File: config.mk
export PLATFORM = sky130hd
export DESIGN_NAME = tmds_dec
export DESIGN_NICKNAME = d
export VERILOG_FILES = /design/src/rtl/tmds_dec.sv
export SDC_FILE = /design/constraint.sdc
export NUM_CORES = 1
export LEC_CHECK = 0
export CAP_MARGIN = 10
export CORE_MARGIN = 2
export CORE_UTILIZATION = 45
export DETAILED_ROUTE_END_ITERATION = 16
export GPL_ROUTABILITY_DRIVEN = 0
export PLACE_DENSITY_LB_ADDON = 0.05
export REMOVE_ABC_BUFFERS = 1
export SLEW_MARGIN = 20
export SYNTH_ARGS = -nofsm -noshare
export SYNTH_HDL_FRONTEND = slang
export SYNTH_SLANG_ARGS = --single-unit
File: constraint.sdc
create_clock -name clk_i -period 3.2 [get_ports clk_i]
set_clock_uncertainty 0.2 [all_clocks]
set_input_delay 0.32 -clock clk_i [delete_from_list [all_inputs] [get_ports clk_i]]
set_output_delay 0.32 -clock clk_i [all_outputs]
set_load 0.01 [all_outputs]
File: src/rtl/tmds_dec.sv
// tmds_dec -- TMDS receive-side character aligner and 10b/8b decoder.
//
// One instance per TMDS channel. Raw 10-bit characters from the deserializer
// are registered (stage 1), the aligner FSM searches for a run of control
// tokens and requests bitslips until the character boundary is found, and the
// decoded pixel byte or control pair is registered (stage 2).
//
// Ports:
//   clk_i          pixel clock
//   rst_n_i        asynchronous active-low reset
//   tmds_data_i    raw TMDS character, bit 0 first on the wire
//   bitslip_o      one-cycle request to shift the deserializer boundary by 1 bit
//   locked_o       character alignment achieved
//   px_data_o      decoded pixel byte (holds outside data periods)
//   px_data_val_o  px_data_o updated by a data character this cycle
//   ctl_0_o/ctl_1_o decoded control bits C0/C1 (hold outside control periods)
//   ctl_val_o      ctl_*_o updated by a control token this cycle
//   err_cnt_o      (only with TMDS_DEC_ERR_CNT_EN) saturating count of lock
//                  losses and control-token changes within a control period
//
// Optional feature macro: TMDS_DEC_ERR_CNT_EN.

module tmds_dec #(
    parameter int CTL_LOCK_CNT = 16,
    parameter int SLIP_WAIT    = 8,
    parameter int MAX_DATA_RUN = 4096
) (
    input  logic       clk_i,
    input  logic       rst_n_i,
    input  logic [9:0] tmds_data_i,
    output logic       bitslip_o,
    output logic       locked_o,
    output logic [7:0] px_data_o,
    output logic       px_data_val_o,
    output logic       ctl_0_o,
    output logic       ctl_1_o,
    output logic       ctl_val_o
`ifdef TMDS_DEC_ERR_CNT_EN
    ,
    output logic [15:0] err_cnt_o
`endif
);

    localparam int TOK_W  = $clog2(CTL_LOCK_CNT + 1);
    localparam int SRCH_W = $clog2(2 * CTL_LOCK_CNT + 1);
    localparam int WAIT_W = $clog2(SLIP_WAIT + 1);
    localparam int RUN_W  = $clog2(MAX_DATA_RUN + 1);

    typedef enum logic [1:0] {
        ST_SEARCH,
        ST_SLIP,
        ST_WAIT,
        ST_LOCKED
    } state_t;

    state_t            state;
    logic [9:0]        d1;
    logic [TOK_W-1:0]  tok_cnt;
    logic [SRCH_W-1:0] srch_cnt;
    logic [WAIT_W-1:0] wait_cnt;
    logic [RUN_W-1:0]  run_cnt;

    logic       is_tok;
    logic [1:0] tok_ctl;
    logic [7:0] d;
    logic [7:0] dec;
    logic       go_lock;
    logic       drop_lock;
    logic       out_en;

`ifdef TMDS_DEC_ERR_CNT_EN
    logic       in_ctl;
    logic [1:0] prev_ctl;
`endif

    // Token match and data decode on the stage-1 character.
    always_comb begin
        is_tok  = 1'b1;
        tok_ctl = 2'b00;
        case (d1)
            10'b1101010100: tok_ctl = 2'b00;
            10'b0010101011: tok_ctl = 2'b01;
            10'b0101010100: tok_ctl = 2'b10;
            10'b1010101011: tok_ctl = 2'b11;
            default:        is_tok  = 1'b0;
        endcase
        d      = d1[9] ? ~d1[7:0] : d1[7:0];
        dec    = 8'h00;
        dec[0] = d[0];
        for (int i = 1; i < 8; i++)
            dec[i] = d1[8] ? (d[i] ^ d[i-1]) : ~(d[i] ^ d[i-1]);
    end

    // The token completing the lock count is already treated as locked, and
    // the character that exhausts the data run is already treated as unlocked,
    // so locked_o and the output valids always move together.
    assign go_lock   = (state == ST_SEARCH) && is_tok &&
                       (tok_cnt == TOK_W'(CTL_LOCK_CNT - 1));
    assign drop_lock = (state == ST_LOCKED) && !is_tok &&
                       (run_cnt >= RUN_W'(MAX_DATA_RUN - 1));
    assign out_en    = go_lock || ((state == ST_LOCKED) && !drop_lock);

    always_ff @(posedge clk_i or negedge rst_n_i) begin
        if (!rst_n_i) begin
            state         <= ST_SEARCH;
            d1            <= '0;
            tok_cnt       <= '0;
            srch_cnt      <= '0;
            wait_cnt      <= '0;
            run_cnt       <= '0;
            bitslip_o     <= 1'b0;
            locked_o      <= 1'b0;
            px_data_o     <= '0;
            px_data_val_o <= 1'b0;
            ctl_0_o       <= 1'b0;
            ctl_1_o       <= 1'b0;
            ctl_val_o     <= 1'b0;
`ifdef TMDS_DEC_ERR_CNT_EN
            err_cnt_o     <= '0;
            in_ctl        <= 1'b0;
            prev_ctl      <= 2'b00;
`endif
        end else begin
            d1        <= tmds_data_i;
            bitslip_o <= 1'b0;

            case (state)
                ST_SEARCH: begin
                    if (go_lock) begin
                        state    <= ST_LOCKED;
                        locked_o <= 1'b1;
                        run_cnt  <= '0;
                    end else if (srch_cnt == SRCH_W'(2 * CTL_LOCK_CNT - 1)) begin
                        state     <= ST_SLIP;
                        bitslip_o <= 1'b1;
                        srch_cnt  <= '0;
                        tok_cnt   <= '0;
                    end else begin
                        srch_cnt <= srch_cnt + 1'b1;
                        if (!is_tok)
                            tok_cnt <= '0;
                        else if (tok_cnt < TOK_W'(CTL_LOCK_CNT))
                            tok_cnt <= tok_cnt + 1'b1;
                    end
                end
                ST_SLIP: begin
                    state    <= ST_WAIT;
                    wait_cnt <= '0;
                end
                ST_WAIT: begin
                    // Input is ignored while the deserializer settles.
                    if (wait_cnt == WAIT_W'(SLIP_WAIT - 1)) begin
                        state    <= ST_SEARCH;
                        tok_cnt  <= '0;
                        srch_cnt <= '0;
                    end else begin
                        wait_cnt <= wait_cnt + 1'b1;
                    end
                end
                default: begin // ST_LOCKED
                    if (drop_lock) begin
                        state    <= ST_SEARCH;
                        locked_o <= 1'b0;
                        run_cnt  <= '0;
                        tok_cnt  <= '0;
                        srch_cnt <= '0;
                    end else if (is_tok) begin
                        run_cnt <= '0;
                    end else if (run_cnt < RUN_W'(MAX_DATA_RUN)) begin
                        run_cnt <= run_cnt + 1'b1;
                    end
                end
            endcase

            // Stage 2: registered decode.
            if (out_en && is_tok) begin
                ctl_val_o     <= 1'b1;
                px_data_val_o <= 1'b0;
                ctl_0_o       <= tok_ctl[0];
                ctl_1_o       <= tok_ctl[1];
            end else if (out_en) begin
                ctl_val_o     <= 1'b0;
                px_data_val_o <= 1'b1;
                px_data_o     <= dec;
            end else begin
                ctl_val_o     <= 1'b0;
                px_data_val_o <= 1'b0;
            end

`ifdef TMDS_DEC_ERR_CNT_EN
            // A control period is an unbroken run of locked control tokens.
            if (out_en && is_tok) begin
                in_ctl   <= 1'b1;
                prev_ctl <= tok_ctl;
            end else begin
                in_ctl   <= 1'b0;
            end
            if ((drop_lock || (out_en && is_tok && in_ctl && (tok_ctl != prev_ctl))) &&
                (err_cnt_o != 16'hFFFF))
                err_cnt_o <= err_cnt_o + 1'b1;
`endif
        end
    end

endmodule

==> metrics.csv, run 1 <==
stage,metric,value,unit
clocking,root_buffer,clkbuf_8,
setup_path,path_class,flip-flop to flip-flop,
sta,fmax,391.6,MHz
detailed_routing,num_vias,2183,
synth,syn_area,2973,sq um
clocking,ctsLongestPathBuffers,2,
setup_path,critical_path_arrival,2.55,ns
global_routing,antenna_found_initial,0,
placement,dp_cells,367,
clocking,insertion_delay,0.30,ns
layout,layout-drive-gt1-share,12.04,%
synth,synth_edf_count,0,
layout,antenna_cells,0,
clocking,path_clk_slew,0.10,ns
power_and_ir_drop,finalPower,0.001125,W
die,dieArea,7273,sq um
sta,period_needed,2.554,ns
sta,tightest_slew,0.7512,ns
die,floorplan.initialDensity,46.55,%
setup_path,slowest_stage,and4b_1,
detailed_routing,avgViaCountPerCell,5.806,
global_routing,grt_max_degree,55,
sta,setup_tns,0,ns
setup_path,crit_chain,inv_1 -> ha_1 -> nor4bb_2 -> and4b_1 -> o21ai_2 -> a21o_1 -> a211o_2,
synth,synth_warnings,0,
global_routing,grt_pass1_wl,10520,um
clocking,cts_resized,0,
clocking,htree_levels,2,
setup_path,reg2reg_depth,7,
layout,instances_no_fill,376,
detailed_routing,wire_per_inst,15.79,um
layout,nets,323,
layout,mostFrequentLayoutCells,"dfrtp_1, clkdlybuf4s50_1, inv_1",
clocking,cts-buffers-inserted,5,
detailed_routing,ant_nets,0,
setup_path,critPathCaptureType,flip-flop,
die,num_rows,29,
hold_path,hold_depth,1,
die,coreArea,6386,sq um
global_routing,track_usage,17.82,%
die,die_w,85.28,um
setup_path,worst-endpoint-required,3.19,ns
detailed_routing,dr.pass1.iters,4,
setup_path,cp_slowest_stage_delay,0.43,ns
sta,maxSlewViolCount,0,
setup_path,start_kind,flip-flop,
sta,hold_viol,0,
layout,syn_to_final_growth,13.09,%
synth,netlist_instances,271,
synth,ys.flop_type,dfrtp_1,
placement,dpl.hpwl,4128,um
global_routing,grt_pass1_vias,2214,
global_routing,grt_overflow,0,
detailed_routing,drc,0,
synth,async_flop_share,100.0,%
run_status,status,"finished, final reports clean",
setup_path,r2r_slack,0.65,ns
hold_path,hold_class,primary input to flip-flop,
clocking,cts_tree,done,
power_and_ir_drop,p_per_area,334.7,nW/um^2
sta,holdWs,0.2412,ns
clocking,cts.sinks,54,
detailed_routing,drt-total-wl,5936,um
detailed_routing,drt_iter0_drc,150,
synth,syn_area_per_cell,10.97,sq um
sta,slew_headroom,49.39,%
sta,rsz0062_at_grt,false,
synth,ys_seq_area_share,45.45,%
job,cap_violations,0,
layout,final_common_cell,dfrtp_1,
die,fp.dieH,85.28,um
synth,synth_cell_types,64,
placement,io_buffer_count,25,
power_and_ir_drop,power.leakage,1.534,nW
sta,period_share,79.81,%
power_and_ir_drop,irDropWorstVdd,0.1819,mV
synth,synth_seq_cells,54,
die,ios,26,
setup_path,worst-path-max-fanout,10,
sta,setup_violations,0,
==> logic make-up after synthesis <==
family                   synth area share [%]
adder cells (fa/ha/maj)                 5.472
multiplexers                            4.041
XOR/XNOR                                3.830
flip-flops                              45.45
AO/OA/AOI/OAI                           19.02
buffers and inverters                   4.924
AND/OR/NAND/NOR                         17.26
==> synth_stat cells, types with 2 or more instances <==
cell       instances  area (sq um)
dfrtp_1           54          1351
inv_1             18         67.56
ha_1              13         162.7
nand2_1           13         48.80
nor3_1            11         55.05
nor2_1            10         37.54
and3_1             9         56.30
a211o_1            8         70.07
mux2_2             8         90.09
nand3_1            8         40.04
o41ai_1            8         70.07
xnor2_1            8         70.07
a21oi_1            7         35.03
o21ai_0            7         35.03
nand2b_1           6         37.54
nand4_1            6         37.54
xor2_1             5         43.79
a211oi_1           4         30.03
clkbuf_1           4         15.01
a41oi_1            3         26.28
mux2i_1            3         30.03
nor4_1             3         18.77
o21a_1             3         22.52
o2bb2ai_1          3         26.28
a21o_1             2         15.01
a221oi_1           2         17.52
a31oi_1            2         12.51
and3_2             2         15.01
and4_1             2         17.52
clkbuf_8           2         27.53
nand4b_1           2         17.52
o22a_1             2         17.52
or3_1              2         12.51
==> flip-flops by register name (all words and copies together), names as in the netlist <==
register,count
run_cnt,13
d1,10
px_data_o,8
srch_cnt,6
tok_cnt,5
wait_cnt,4
state,2
bitslip_o,1
ctl_0_o,1
ctl_1_o,1
ctl_val_o,1
locked_o,1
px_data_val_o,1
==> critical path: cells and delay by family (launching register included) <==
family                     cells  cell delay (ns)
AOI/OAI and AO/OA              3             0.87
DFF                            1             0.42
buffers and inverters          1             0.07
adders and majority gates      1             0.13
and+or+nand+nor                2             0.75
==> path summary, 6_finish.rpt <==
kind,startpoint,to
setup / recovery,d1[6],run_cnt[2]
hold / removal,tmds_data_i[8],d1[8]
setup reg to reg,d1[6],run_cnt[2]
hold reg to reg,srch_cnt[5],srch_cnt[5]
max in group asynchronous,rst_n_i,srch_cnt[4]
min in group asynchronous,rst_n_i,srch_cnt[5]
==> metal layers <==
| layer | GRT usage, % | wire length, um | up-vias |
|---|---|---|---|
| li1 | - | - | 1068 |
| met1 | 25.56 | 3035 | 1069 |
| met2 | 28.48 | 2650 | 42 |
| met3 | 2.821 | 210 | 4 |
| met4 | 4.185 | 40 | 0 |
| met5 | 0 | 0 | - |
==> metrics by stage <==
stage               util [%]  area (sq um)  worst slack (ns)
global route           52.64          3362            0.5029
finish                 52.64          3362            0.6461
global placement       51.14          3266            0.7042
floorplan                  -          2894            0.8905
CTS                    52.64          3362            0.6402
detailed placement     51.14          3266            0.6589
==> cell type report <==
cell class | instances | area (sq um)
fill | 588 | 3024
multi-input combinational | 189 | 1475
sequential | 54 | 1351
timing repair buffer | 30 | 285.3
tap | 77 | 96.34
clock buffer | 6 | 72.57
inverter | 18 | 67.56
clock inverter | 2 | 13.76
==> what timing repair did <==
item | CTS | global route
endpoints found under the hold margin | 54 | 0
hold buffers | 1 | 0
setup buffers | 0 | 0
==> power breakdown <==
part	switching (W)	internal, W	total [W]
clock network	0.000223	0.000155	0.000378
logic	0.0000243	0.0000263	0.0000505
registers	0.00000858	0.000688	0.000697
Note: power is estimated with default switching activity, not from simulation.
==> inputs of run 2 (changes only) <==
==> constraint.sdc (replaced) <==
create_clock -name clk_i -period 2.2 [get_ports clk_i]
set_clock_uncertainty 0.2 [all_clocks]
set_input_delay 0.22 -clock clk_i [delete_from_list [all_inputs] [get_ports clk_i]]
set_output_delay 0.22 -clock clk_i [all_outputs]
set_load 0.01 [all_outputs]
==> run 2 against run 1 <==
- the flow now finishes with violations (setup timing)
- largest power group unchanged
- via count grew 11%
- maximum frequency up 12%
- non-clock buffer count rose by 57
- register-to-register slack got worse by 0.72 ns
- cell count up 16%
- die area did not move
- clock-buffer cell count decreased by 1
- combinational power grew 96%
- global-route usage is 1.6 points higher
- critical path depth decreased by 1
- setup slack worse by 0.72 ns
==> metrics.csv, run 2 (synthesized netlist as in run 1, its figures left out) <==
stage,metric,value,unit,change
run_status,status,"finished, violations left",,
run_status,violations,setup timing,,
die,die_w,85.28,um,unchanged
layout,final_common_cell,dfrtp_1,,
clocking,cts.sinks,54,,unchanged
detailed_routing,drc,0,,unchanged
clocking,ctsLongestPathBuffers,2,,unchanged
layout,max_flop_register,run_cnt,,
sta,period_needed,2.272,ns,-0.2817 ns
layout,multi_input_area,1739,sq um,+18%
layout,largest_reg_flops,13,,unchanged
sta,fin_ws,-0.07214,ns,-0.7183 ns
detailed_routing,wire_per_inst,15.43,um,-2.3%
layout,syn_to_final_growth,38.68,%,
detailed_routing,dr.pass1.iters,4,,unchanged
layout,fillers,512,,-13%
setup_path,path_class,flip-flop to flip-flop,,
sta,tightest_slew,0.4201,ns,-0.3310 ns
setup_path,rr_startpoint,run_cnt[5],,
setup_path,timing.rr.end,srch_cnt[1],,
global_routing,grt_overflow,0,,unchanged
global_routing,track_usage,19.45,%,+1.6 points
placement,pre_cts_ws,-0.1944,ns,-0.8534 ns
detailed_routing,ant_nets,0,,unchanged
setup_path,startpoint,run_cnt[5],,
sta,period_share,103.3,%,+23 points
layout,antenna_cells,0,,unchanged
detailed_routing,drt-total-wl,6710,um,+13%
setup_path,worst-path-max-fanout,6,,-4
setup_path,start_kind,flip-flop,,
die,floorplan.initialDensity,46.55,%,unchanged
hold_path,hold_class,primary input to flip-flop,,
clocking,htree_levels,2,,unchanged
layout,largest_registers,"run_cnt (13), d1 (10), px_data_o (8)",,
setup_path,cp-endpoint,srch_cnt[1],,
power_and_ir_drop,p_per_area,439.1,nW/um^2,+31%
sta,setup_violations,17,,+17
die,fp.dieH,85.28,um,unchanged
layout,seqCellArea,1351,sq um,unchanged
clocking,root_buffer,clkbuf_8,,
clocking,insertion_delay,0.32,ns,+0.02 ns
die,num_rows,29,,unchanged
power_and_ir_drop,power.leakage,1.924,nW,+25%
layout,nets,382,,+18%
setup_path,critPathCaptureType,flip-flop,,
setup_path,critical_path_arrival,2.32,ns,-0.23 ns
power_and_ir_drop,finalPower,0.001810,W,+61%
sta,hold_viol,0,,unchanged
setup_path,worst-endpoint-required,2.25,ns,-0.94 ns
clocking,cts_tree,done,,
layout,instances_no_fill,435,,+16%
layout,layout-drive-gt1-share,35.47,%,+23 points
setup_path,reg2reg_depth,6,,-1
global_routing,grt_pass1_wl,11320,um,+7.7%
sta,slew_headroom,71.99,%,+23 points
sta,rsz0062_at_grt,true,,
setup_path,r2r_slack,-0.07,ns,-0.72 ns
placement,dp_cells,413,,+13%
global_routing,grt_pass1_vias,2408,,+8.8%
sta,maxSlewViolCount,0,,unchanged
die,coreArea,6386,sq um,unchanged
clocking,cts-buffers-inserted,5,,unchanged
detailed_routing,avgViaCountPerCell,5.577,,-3.9%
detailed_routing,num_vias,2426,,+11%
clocking,path_clk_slew,0.10,ns,about the same
placement,io_buffer_count,25,,unchanged
global_routing,grt_max_degree,55,,unchanged
die,ios,26,,unchanged
sta,holdWs,0.1279,ns,-0.1133 ns
sta,fmax,440.1,MHz,+12%
layout,mostFrequentLayoutCells,"dfrtp_1, buf_4, clkdlybuf4s50_1",,
die,dieArea,7273,sq um,unchanged
layout,fin_util,64.56,%,+12 points
power_and_ir_drop,irDropWorstVdd,0.3480,mV,+91%
detailed_routing,drt_iter0_drc,104,,-31%
global_routing,antenna_found_initial,0,,unchanged
placement,dpl.hpwl,4441,um,+7.6%
job,cap_violations,0,,unchanged
-- run 2: cell count changes in the layout (fill, tap and decap cells not counted), sizes merged --
cell and change:
clkinv -1, clkbuf -1, bufinv +1, inv +1, nand3 +1, buf +57, a21o +1
-- run 2: how the worst min path moves through the flow --
stage | startpoint | endpoint | cells past startpoint
2_1_floorplan | rst_n_i | bitslip_o | 0
3_3_place_gp | rst_n_i | wait_cnt[2] | 2
3_5_place_dp | rst_n_i | wait_cnt[1] | 2
4_1_cts | tmds_data_i[8] | d1[8] | 1
5_1_grt | tmds_data_i[4] | d1[4] | 1
6_report | tmds_data_i[5] | d1[5] | 1
-- run 2: report_power, final --
group	switching (W)	internal [W]	total, W
sequential	0.0000107	0.00100	0.00101
clock	0.000357	0.000342	0.000699
combinational	0.0000451	0.0000540	0.0000991
-- run 2: layout make-up --
cell class	count	share of cell area [%]
clock buffer	5	1.669
clock inverter	3	1.062
inverter	18	1.639
multi-input combinational	191	42.19
sequential	54	32.78
tap	77	2.337
timing repair buffer	87	18.33
-- run 2: metrics by stage --
stage	setup TNS (ns)	cell area, sq um
floorplan	-1.398	2894
global placement	-3.843	3623
detailed placement	-4.551	3623
CTS	-0.3520	3921
global route	-2.770	4123
finish	-0.4584	4123
-- run 2: worst max-delay path, stage by stage, from the launching register on --
cell and delay [ns]:
dfrtp_1 0.42, nand4_4 0.13, o41a_1 0.46, o41a_4 0.55
nor3_4 0.16, buf_6 0.13, mux2i_1 0.16
-- run 2: what timing repair did --
item / CTS / global route
endpoints found under the hold margin: 54 / 0
resized for setup: 26 / 28
hold buffers: 1 / 0
setup endpoints to repair: 34 / 35
gates cloned: 0 / 2
buffers inserted: 5 / 7
pin swaps: 18 / 20
-- run 2: layer usage --
layer / global-route usage [%] / part of all wire, %
met1: 27.27 / 49
met2: 30.75 / 47
met3: 3.502 / 3.0
met4: 6.061 / 1.3
met5: 0 / 0
==> inputs of run 3 (changes only) <==
--- a/config.mk
+++ b/config.mk
@@ -12,6 +12,7 @@
 export GPL_ROUTABILITY_DRIVEN = 0
 export PLACE_DENSITY_LB_ADDON = 0.05
 export REMOVE_ABC_BUFFERS = 1
+export SETUP_SLACK_MARGIN = 0.15
 export SLEW_MARGIN = 20
 export SYNTH_ARGS = -nofsm -noshare
 export SYNTH_HDL_FRONTEND = slang
==> run 3 against run 2 <==
- the run still ends with setup timing left
- clock power hardly changed
- largest cell class unchanged
- utilization is 1.8 points higher
- non-clock buffer count is 2 higher
- combinational power is 7% higher
- highest routed layer unchanged
==> metrics.csv, run 3 (synthesized netlist as in run 1, its figures left out) <==
stage,metric,value,unit,change
run_status,violations,setup timing,,
layout,largest_reg_flops,13,,unchanged
clocking,cts-buffers-inserted,5,,unchanged
layout,final_common_cell,dfrtp_1,,
power_and_ir_drop,irDropWorstVdd,0.3441,mV,-1.1%
setup_path,cp_slowest_stage_delay,0.54,ns,about the same
clocking,ctsLongestPathBuffers,2,,unchanged
setup_path,start_kind,flip-flop,,
layout,largest_registers,"run_cnt (13), d1 (10), px_data_o (8)",,
layout,syn_to_final_growth,42.59,%,
global_routing,grt_max_degree,55,,unchanged
setup_path,reg2reg_depth,6,,unchanged
setup_path,worst-path-max-fanout,6,,unchanged
run_status,status,"finished, violations left",,
setup_path,cp.depth,6,,unchanged
die,fp.dieH,85.28,um,unchanged
layout,nets,384,,+0.52%
sta,slew_headroom,62.41,%,-9.6 points
sta,fmax,441.2,MHz,+0.24%
sta,period_share,103.0,%,-0.24 points
setup_path,critPathCaptureType,flip-flop,,
global_routing,antenna_found_initial,0,,unchanged
detailed_routing,drt_iter0_drc,109,,+4.8%
hold_path,hold_class,primary input to flip-flop,,
clocking,cts_tree,done,,
layout,finalInstanceArea,4239,sq um,+2.8%
global_routing,grt_pass1_vias,2489,,+3.4%
layout,layout-drive-gt1-share,39.72,%,+4.2 points
sta,rsz0062_at_grt,true,,
setup_path,crit_family,compound AO/OA/AOI/OAI gates,,
layout,mostFrequentLayoutCells,"dfrtp_1, buf_4, clkdlybuf4s50_1",,
sta,hold_viol,0,,unchanged
global_routing,track_usage,20.41,%,+0.96 points
placement,io_buffer_count,25,,unchanged
setup_path,startpoint,run_cnt[1],,
sta,holdWs,0.1220,ns,-0.005923 ns
sta,period_needed,2.267,ns,-0.005376 ns
layout,max_flop_register,run_cnt,,
setup_path,path_class,flip-flop to flip-flop,,
die,floorplan.initialDensity,46.55,%,unchanged
clocking,htree_levels,2,,unchanged
setup_path,rr_startpoint,run_cnt[1],,
setup_path,slowest_stage,o41a_4,,
clocking,path_clk_slew,0.11,ns,about the same
die,num_rows,29,,unchanged
power_and_ir_drop,finalPower,0.001818,W,+0.40%
setup_path,cp-endpoint,tok_cnt[4],,
detailed_routing,drt-total-wl,6959,um,+3.7%
sta,setup_violations,14,,-3
detailed_routing,drc,0,,unchanged
detailed_routing,wire_per_inst,15.92,um,+3.2%
setup_path,critical_path_arrival,2.31,ns,about the same
detailed_routing,ant_nets,0,,unchanged
setup_path,crit_buf_inv,0,,-1
die,die_w,85.28,um,unchanged
sta,fin_ws,-0.06677,ns,+0.005376 ns
die,coreArea,6386,sq um,unchanged
setup_path,timing.rr.end,tok_cnt[4],,
die,dieArea,7273,sq um,unchanged
global_routing,grt_overflow,0,,unchanged
detailed_routing,avgViaCountPerCell,5.638,,+1.1%
layout,antenna_cells,0,,unchanged
setup_path,r2r_slack,-0.07,ns,about the same
clocking,insertion_delay,0.32,ns,about the same
detailed_routing,num_vias,2464,,+1.6%
power_and_ir_drop,p_per_area,428.8,nW/um^2,-2.4%
detailed_routing,dr.pass1.iters,4,,unchanged
setup_path,crit_chain,ha_2 -> a21oi_2 -> o41a_1 -> o41a_4 -> nor4_1 -> a2bb2oi_1,,
placement,dpl.hpwl,4441,um,unchanged
job,cap_violations,0,,unchanged
sta,tightest_slew,0.5601,ns,+0.1399 ns
die,ios,26,,unchanged
clocking,root_buffer,clkbuf_8,,
power_and_ir_drop,power.leakage,1.979,nW,+2.9%
setup_path,worst-endpoint-required,2.25,ns,about the same
sta,maxSlewViolCount,0,,unchanged
clocking,cts.sinks,54,,unchanged
placement,dpl_cell_area,3623,sq um,unchanged
global_routing,grt_pass1_wl,11810,um,+4.3%
sta,setup_tns,-0.4061,ns,+0.05227 ns
## run 3: area by class of cell
class | count | area [sq um]
Multi-Input combinational cell | 191 | 1832
Sequential cell | 54 | 1353
Clock buffer | 5 | 68.82
Clock inverter | 3 | 43.79
Inverter | 18 | 67.56
Tap cell | 77 | 96.34
Timing Repair Buffer | 89 | 778.2
Fill cell | 484 | 2147
## run 3: repair_timing
item / 4_1_cts / 5_1_grt
setup buffers: 6 / 5
hold endpoints to repair: 54 / 0
setup endpoints to repair: 37 / 39
pin swaps: 28 / 11
hold buffers: 1 / 0
gates resized for setup: 60 / 28
gates cloned: 4 / 0
## run 3: worst min-delay path by stage
stage | depth (start not counted) | slack, ns | startpoint | endpoint
after floorplan | 0 | -0.28 | rst_n_i | bitslip_o
after global placement | 2 | 0.04 | rst_n_i | wait_cnt[2]
after detailed placement | 2 | 0.04 | rst_n_i | wait_cnt[1]
after CTS | 1 | 0.11 | tmds_data_i[8] | d1[8]
after global routing | 1 | 0.11 | tmds_data_i[4] | d1[4]
final | 1 | 0.12 | tmds_data_i[8] | d1[8]
## run 3: routing by layer
metal  share of wire [%]  wire length (um)  global-route usage (%)
met1                  48              3370                   28.23
met4                 1.2                84                   6.494
met5                   0                 0                       0
met3                 3.4               237                   3.988
met2                  47              3267                   32.39
## run 3: metrics by stage
step,setup WS [ns],util (%),cells
finish,-0.06677,66.38,437
detailed placement,-0.1944,56.74,413
global placement,-0.1677,56.74,413
CTS,-0.05907,64.03,432
global route,-0.1603,66.38,437
floorplan,-0.1095,-,261
## run 3: power by group
group	leakage [nW]	internal, W	switching [W]	total [W]
sequential	0.710	0.00100	0.0000117	0.00101
combinational	1.21	0.0000579	0.0000478	0.000106
clock	0.0585	0.000342	0.000357	0.000699
total	1.98	0.00140	0.000416	0.00182
